### src/rtl/fpu_pkg.sv
// Shared FPU constants and types for the binary32 datapath units.
package fpu_pkg;

  localparam int          EXP_BIAS = 127;
  localparam int          EXP_W    = 8;
  localparam int          MANT_W   = 23;
  localparam logic [31:0] QNAN     = 32'h7FC00000;
  localparam logic [1:0]  OP_MUL   = 2'b11;

  typedef enum logic [1:0] {
    S_IDLE = 2'd0,
    S_MUL  = 2'd1,
    S_NORM = 2'd2
  } mul_state_t;

endpackage

### src/rtl/fpu_classify.sv
// Binary32 operand classifier: zero (incl. subnormal, flushed), infinity, NaN.
module fpu_classify
  import fpu_pkg::*;
(
  input  logic [31:0] x,
  output logic        is_zero,
  output logic        is_inf,
  output logic        is_nan
);

  logic [EXP_W-1:0]  ex;
  logic [MANT_W-1:0] mx;

  assign ex = x[30:23];
  assign mx = x[22:0];

  // Subnormals report as zero; exponent all-ones splits on the mantissa.
  always_comb begin
    is_zero = (ex == '0);
    is_inf  = (ex == '1) && (mx == '0);
    is_nan  = (ex == '1) && (mx != '0);
  end

endmodule

### src/rtl/fpu_mul_iter.sv
// Iterative binary32 multiplier: 24-step shift-add mantissa engine,
// truncating rounding, fixed 26-cycle start-to-done latency.
module fpu_mul_iter
  import fpu_pkg::*;
(
  input  logic        clk,
  input  logic        rst_n,
  input  logic        start,
  input  logic [31:0] a,
  input  logic [31:0] b,
  output logic        busy,
  output logic        done,
  output logic [31:0] result
);

  mul_state_t        state, state_nx;
  logic [4:0]        cnt;
  logic [47:0]       p;
  logic [23:0]       ma, mb;
  logic signed [9:0] exp_sum;
  logic              sgn;
  logic              f_nan, f_inf, f_zero;

  logic a_zero, a_inf, a_nan, b_zero, b_inf, b_nan;

  fpu_classify u_cls_a (.x(a), .is_zero(a_zero), .is_inf(a_inf), .is_nan(a_nan));
  fpu_classify u_cls_b (.x(b), .is_zero(b_zero), .is_inf(b_inf), .is_nan(b_nan));

  logic accept, last_iter;
  assign accept    = (state == S_IDLE) && start;
  assign last_iter = (state == S_MUL) && (cnt == 5'd23);
  assign busy      = (state != S_IDLE);

  // State register.
  always_ff @(posedge clk or negedge rst_n) begin
    if (!rst_n) state <= S_IDLE;
    else        state <= state_nx;
  end

  // Next-state: start only looked at in IDLE, so starts while busy drop.
  always_comb begin
    state_nx = state;
    case (state)
      S_IDLE:  if (start) state_nx = S_MUL;
      S_MUL:   if (last_iter) state_nx = S_NORM;
      S_NORM:  state_nx = S_IDLE;
      default: state_nx = S_IDLE;
    endcase
  end

  // Partial product for this iteration: ma shifted by the bit position of mb.
  logic [47:0] addend;
  assign addend = mb[cnt] ? ({24'b0, ma} << cnt) : 48'b0;

  // Normalise (product of two [1,2) mantissas lies in [1,4)) and pack.
  logic signed [9:0] exp_n;
  logic [22:0]       mant_n;
  logic [31:0]       res_nx;
  always_comb begin
    if (p[47]) begin
      mant_n = p[46:24];
      exp_n  = exp_sum + 10'sd1;
    end else begin
      mant_n = p[45:23];
      exp_n  = exp_sum;
    end
    if (f_nan)                res_nx = QNAN;
    else if (f_inf)           res_nx = {sgn, 8'hFF, 23'h0};
    else if (f_zero)          res_nx = {sgn, 31'h0};
    else if (exp_n >= 10'sd255) res_nx = {sgn, 8'hFF, 23'h0};
    else if (exp_n <= 10'sd0)   res_nx = {sgn, 31'h0};
    else                      res_nx = {sgn, exp_n[7:0], mant_n};
  end

  // Datapath: capture operands on accept, accumulate in MUL, publish in NORM.
  always_ff @(posedge clk or negedge rst_n) begin
    if (!rst_n) begin
      cnt     <= '0;
      p       <= '0;
      ma      <= '0;
      mb      <= '0;
      exp_sum <= '0;
      sgn     <= 1'b0;
      f_nan   <= 1'b0;
      f_inf   <= 1'b0;
      f_zero  <= 1'b0;
      done    <= 1'b0;
      result  <= '0;
    end else begin
      done <= 1'b0;
      if (accept) begin
        cnt     <= '0;
        p       <= '0;
        ma      <= {1'b1, a[22:0]};
        mb      <= {1'b1, b[22:0]};
        exp_sum <= $signed({2'b0, a[30:23]}) + $signed({2'b0, b[30:23]}) - 10'sd127;
        sgn     <= a[31] ^ b[31];
        f_nan   <= a_nan | b_nan | (a_inf & b_zero) | (b_inf & a_zero);
        f_inf   <= a_inf | b_inf;
        f_zero  <= a_zero | b_zero;
      end else if (state == S_MUL) begin
        p   <= p + addend;
        cnt <= cnt + 5'd1;
      end else if (state == S_NORM) begin
        result <= res_nx;
        done   <= 1'b1;
      end
    end
  end

endmodule
### config.mk
export PLATFORM = sky130hd
export DESIGN_NAME = fpu_mul_iter
export DESIGN_NICKNAME = d
export VERILOG_FILES = /design/src/rtl/fpu_pkg.sv /design/src/rtl/fpu_classify.sv /design/src/rtl/fpu_mul_iter.sv
export SDC_FILE = /design/constraint.sdc
export NUM_CORES = 1
export LEC_CHECK = 0
export CORE_ASPECT_RATIO = 1.25
export CORE_UTILIZATION = 50
export CTS_CLUSTER_SIZE = 16
export DETAILED_ROUTE_END_ITERATION = 16
export PLACE_DENSITY = 0.71
export SLEW_MARGIN = 20
export SYNTH_ARGS = -nofsm -noshare
export SYNTH_HDL_FRONTEND = slang
export SYNTH_SLANG_ARGS = --single-unit
export TNS_END_PERCENT = 1
### constraint.sdc
create_clock -name clk -period 8.9 [get_ports clk]
set_clock_uncertainty 0.1 [all_clocks]
set_input_delay 1.78 -clock clk [delete_from_list [all_inputs] [get_ports clk]]
set_output_delay 1.78 -clock clk [all_outputs]
set_load 0.01 [all_outputs]
==> run summary <==
Once placement completed, the tool counted placed cells totaling 1,616. In this run the deepest clock path goes through 2 buffers. The largest fanout on the critical path works out to 43. The final reports fail on DRC.

The final worst-path cycle share is 0.671, and the number of top-level pins is 101. In this run the register-to-register setup slack is 2.93 ns. Once detail routing completed, the nets flagged for antenna violations numbered 0. The logs give 0.327 for the remaining max-slew budget at the tightest pin and 0.590 for the core utilization of the finished layout. The total area inside the core boundary comes to 0.0215 mm². The clock reaches the later pin of the worst-skew pair after 0.44 ns.

Wires add up to 27,200 µm. STA puts the critical path data arrival time at 6.17 ns. By count the netlist is led by sky130_fd_sc_hd__nand2_1 (274), sky130_fd_sc_hd__dfrtp_1 (149), sky130_fd_sc_hd__o21ai_0 (110).

In this run the worst hold path is classified as reg -> reg. The layout cell share with drive strength beyond 1 works out to 0.0730. Number of enable-type register cells in the synthesized netlist: 0. The area growth from synthesis to layout was 16.2%; the number of slew-limit violations in the final report was 0. Shortest period the worst path allows: 5.97 ns.

Setup violations remaining at the end of the flow were counted as 0. The horizontal extent of the die came out at 134 µm. The share of flip-flops with an asynchronous set or reset after synthesis is 1.00.

For this design, the sink count on the clock tree is 149. The tools report the pin count of the biggest net entering global routing as 94. Synthesis produced 1,302 cells. After synthesis, the mean cell area works out to 8.38 µm². For this design the static power due to leakage is 0.00583 µW.

The detailed router finished its first iteration with 581 violations. The final hold violation count is 0. After clock tree synthesis, the clock-pin slew on the worst setup and hold paths is 0.07 ns. The number of fillers in the final layout came out at 2,005. By area, the combinational part of the netlist is dominated by simple AND/OR/NAND/NOR gates. Setup repair after global routing left no endpoint under its margin. The portion of the post-synthesis area used by sequential elements came out at 0.342.

Via count of the first global-routing pass: 9,094. The top flip-flop cell by instance count after synthesis was sky130_fd_sc_hd__dfrtp_1. The post-layout instance count excluding filler cells is 1,648.

The synthesized design spends more area on one cell type than any other, namely sky130_fd_sc_hd__dfrtp_1. The post-synthesis compound-gate area fraction works out to 0.190. The number of resized instances in the post-cts repair step is 0, and the initial cell density of the core is 0.508. The run gives 0.247 as the sequential share of power. Measured along the y axis, the die boundary spans 167 µm.

Port buffering added 100 buffers. The arithmetic-cell share of the synthesized area counting full adders, half adders and majority gates works out to 0.0771. The run gives 0 as the number of buffers added for setup after CTS.

The first global-routing pass estimated 45,200 µm of wire. The share of total power consumed by net switching was 0.477; the total half-perimeter wirelength after legalization and detailed placement was 20,200 µm. Yosys attributes the largest share of cell area to sky130_fd_sc_hd__dfrtp_1 (34%), sky130_fd_sc_hd__nand2_1 (9.4%), sky130_fd_sc_hd__ha_1 (7.3%). At the end of the flow, the number of nets in the layout was 1,489.

The post-synthesis sequential element count works out to 149. For the number of antenna violations at the first check in global routing, the log shows 0. After routing the design area is 0.0127 mm². The total number of yosys warnings is 0. Global routing finished with a remaining overflow of 0.

The number of antenna diodes in the final layout is 0. The area fraction in and, or, nand and nor cells after synthesis was 0.208; the net count after synthesis was 1,435. The die covers 0.0224 mm². For this design the total switching power over the nets is 2450 µW. For the number of buffers added by the clock tree synthesis step, the log shows 17.

The average vias per placed instance came out at 5.78. The tools report the via count as 9,529. The run gives 1 as the remaining routing DRC violations. The overall fraction of global-route tracks in use is 0.251, and the xor/xnor cell area share of the yosys netlist is 0.0474. STA puts the critical path data required time at 9.10 ns.

The logs give 0.0120 mm² for the cell area reported after detailed placement and 60 for the site row count. The slew at the pin closest to its max-slew limit came out at 1.01 ns. In this run the clock root is driven by a sky130_fd_sc_hd__clkbuf_16. The tools report the startpoint class of the critical path as a flop.

The power consumption was 5140 µW; the area fraction of the dominant cell type after synthesis was 0.342. The worst setup path is captured at a flop. Power spread over the standard cell area amounts to 405 mW/mm². The combinational share of power was 0.604. Multiplexer area fraction after synthesis: 0.101. The cell-internal power is 2690 µW, and the number of levels in the clock H-tree is 4.

The number of hold buffers added after CTS was 0. The run gives 0.149 as the clock share of power. TritonCTS built the clock tree. The logs give 0 for the number of violations of the max-capacitance limit and 0.0109 mm² for the post-synthesis cell area.

After synthesis, the netlist uses 72 different library cells. sky130_fd_sc_hd__nand2_1 is the most common cell in the netlist. The congestion estimate from routability-driven global placement came to 0.917. The pre-antenna-repair detailed-routing pass consisted of 11 iterations. Across the VDD grid, the largest voltage drop is 0.195 mV. For the setup TNS, the log shows 0 ns.

The run finished, with violations left. The routed wire length per instance was 16.5 µm. The critical path in this run is classified as reg -> reg.

Based on the critical path, the design can be clocked at up to 167 MHz.
[layout by cell type, fill, tap and decap left out, types with 17 or more instances in the layout]
| cell type | n |
|---|---|
| sky130_fd_sc_hd__a21o_1 | 33 |
| sky130_fd_sc_hd__a21oi_1 | 78 |
| sky130_fd_sc_hd__clkbuf_16 | 17 |
| sky130_fd_sc_hd__clkdlybuf4s50_1 | 99 |
| sky130_fd_sc_hd__dfrtp_1 | 148 |
| sky130_fd_sc_hd__ha_1 | 64 |
| sky130_fd_sc_hd__inv_1 | 18 |
| sky130_fd_sc_hd__mux2_2 | 17 |
| sky130_fd_sc_hd__mux2i_1 | 44 |
| sky130_fd_sc_hd__mux4_2 | 21 |
| sky130_fd_sc_hd__nand2_1 | 273 |
| sky130_fd_sc_hd__nand3_1 | 39 |
| sky130_fd_sc_hd__nand4_1 | 18 |
| sky130_fd_sc_hd__nor2_1 | 107 |
| sky130_fd_sc_hd__nor4_1 | 18 |
| sky130_fd_sc_hd__o21ai_0 | 110 |
| sky130_fd_sc_hd__xnor2_1 | 31 |
| sky130_fd_sc_hd__xor2_1 | 28 |
[per-layer routing]
layer / share of wire / vias up / wire, µm / global-route usage
met4: 0.025 / 0 / 684 / 0.0865
met5: 0 / - / 0 / 0
li1: - / 4774 / - / -
met3: 0.032 / 45 / 869 / 0.0360
met2: 0.50 / 215 / 13500 / 0.425
met1: 0.45 / 4495 / 12100 / 0.328
[sequential cells by signal (all words and copies together) (netlist names)]
register  cells
mb           23
f_nan         1
f_zero        1
ma           24
exp_sum      10
f_inf         1
result       32
sgn           1
done          1
cnt           5
state         2
p            48
[worst paths after layout]
path                            startpoint  endpoint  cells after the start
worst max-delay path                cnt[0]     p[44]                     17
worst min-delay path                mb[19]    mb[19]                      2
worst max register to register      cnt[0]     p[44]                     17
worst min register to register      mb[19]    mb[19]                      2
max in group asynchronous            rst_n    cnt[0]                      2
min in group asynchronous            rst_n     p[24]                      1
[layout make-up]
type / count / area (µm²) / area share
multi-input cells: 1058 / 6820 / 0.538
flip-flops and latches: 149 / 3730 / 0.294
repair buffers: 110 / 1080 / 0.0850
clock buffers: 17 / 425 / 0.0336
well taps: 279 / 349 / 0.0275
clock inverters: 15 / 200 / 0.0158
inverters: 20 / 75.1 / 0.00592
[stage by stage]
| stage | hold WS (ns) | worst slack [ns] |
|---|---|---|
| 4_1_cts | 0.376 | 2.97 |
| 6_report | 0.372 | 2.93 |
| 5_1_grt | 0.396 | 2.45 |
| 2_1_floorplan | 0.340 | 4.37 |
| 3_5_place_dp | 0.359 | 2.99 |
| 3_3_place_gp | 0.352 | 3.11 |
[power groups by stage]
stage	Sequential [µW]	Combinational (µW)	Clock (µW)
floorplan	1130	2470	0
global placement	1270	3010	0
detailed placement	1280	3050	0
CTS	1270	3080	779
global route	1310	3440	814
finish	1270	3110	766
[logic make-up after synthesis]
family,count (synthesis)
fa+ha+maj,66
mux,82
simple gates,523
flops,149
compound gates,328
buf+inv,95
xor+xnor,59
[critical path, stage by stage (launching register included)]
cell and delay, ns:
sky130_fd_sc_hd__dfrtp_2 1.04, sky130_fd_sc_hd__mux4_2 0.60, sky130_fd_sc_hd__and2_1 0.17, sky130_fd_sc_hd__a211oi_1 0.24
sky130_fd_sc_hd__a21oi_1 0.12, sky130_fd_sc_hd__nand2_1 0.29, sky130_fd_sc_hd__and2_1 0.68, sky130_fd_sc_hd__nor2_1 0.12
sky130_fd_sc_hd__ha_1 0.37, sky130_fd_sc_hd__and2_1 0.20, sky130_fd_sc_hd__a221o_1 0.34, sky130_fd_sc_hd__o22ai_1 0.19
sky130_fd_sc_hd__o22ai_1 0.13, sky130_fd_sc_hd__a211oi_2 0.45, sky130_fd_sc_hd__a211oi_2 0.17, sky130_fd_sc_hd__o41ai_2 0.36
sky130_fd_sc_hd__xor2_1 0.20, sky130_fd_sc_hd__o21ai_1 0.08
(Power assumes the default switching activity.)
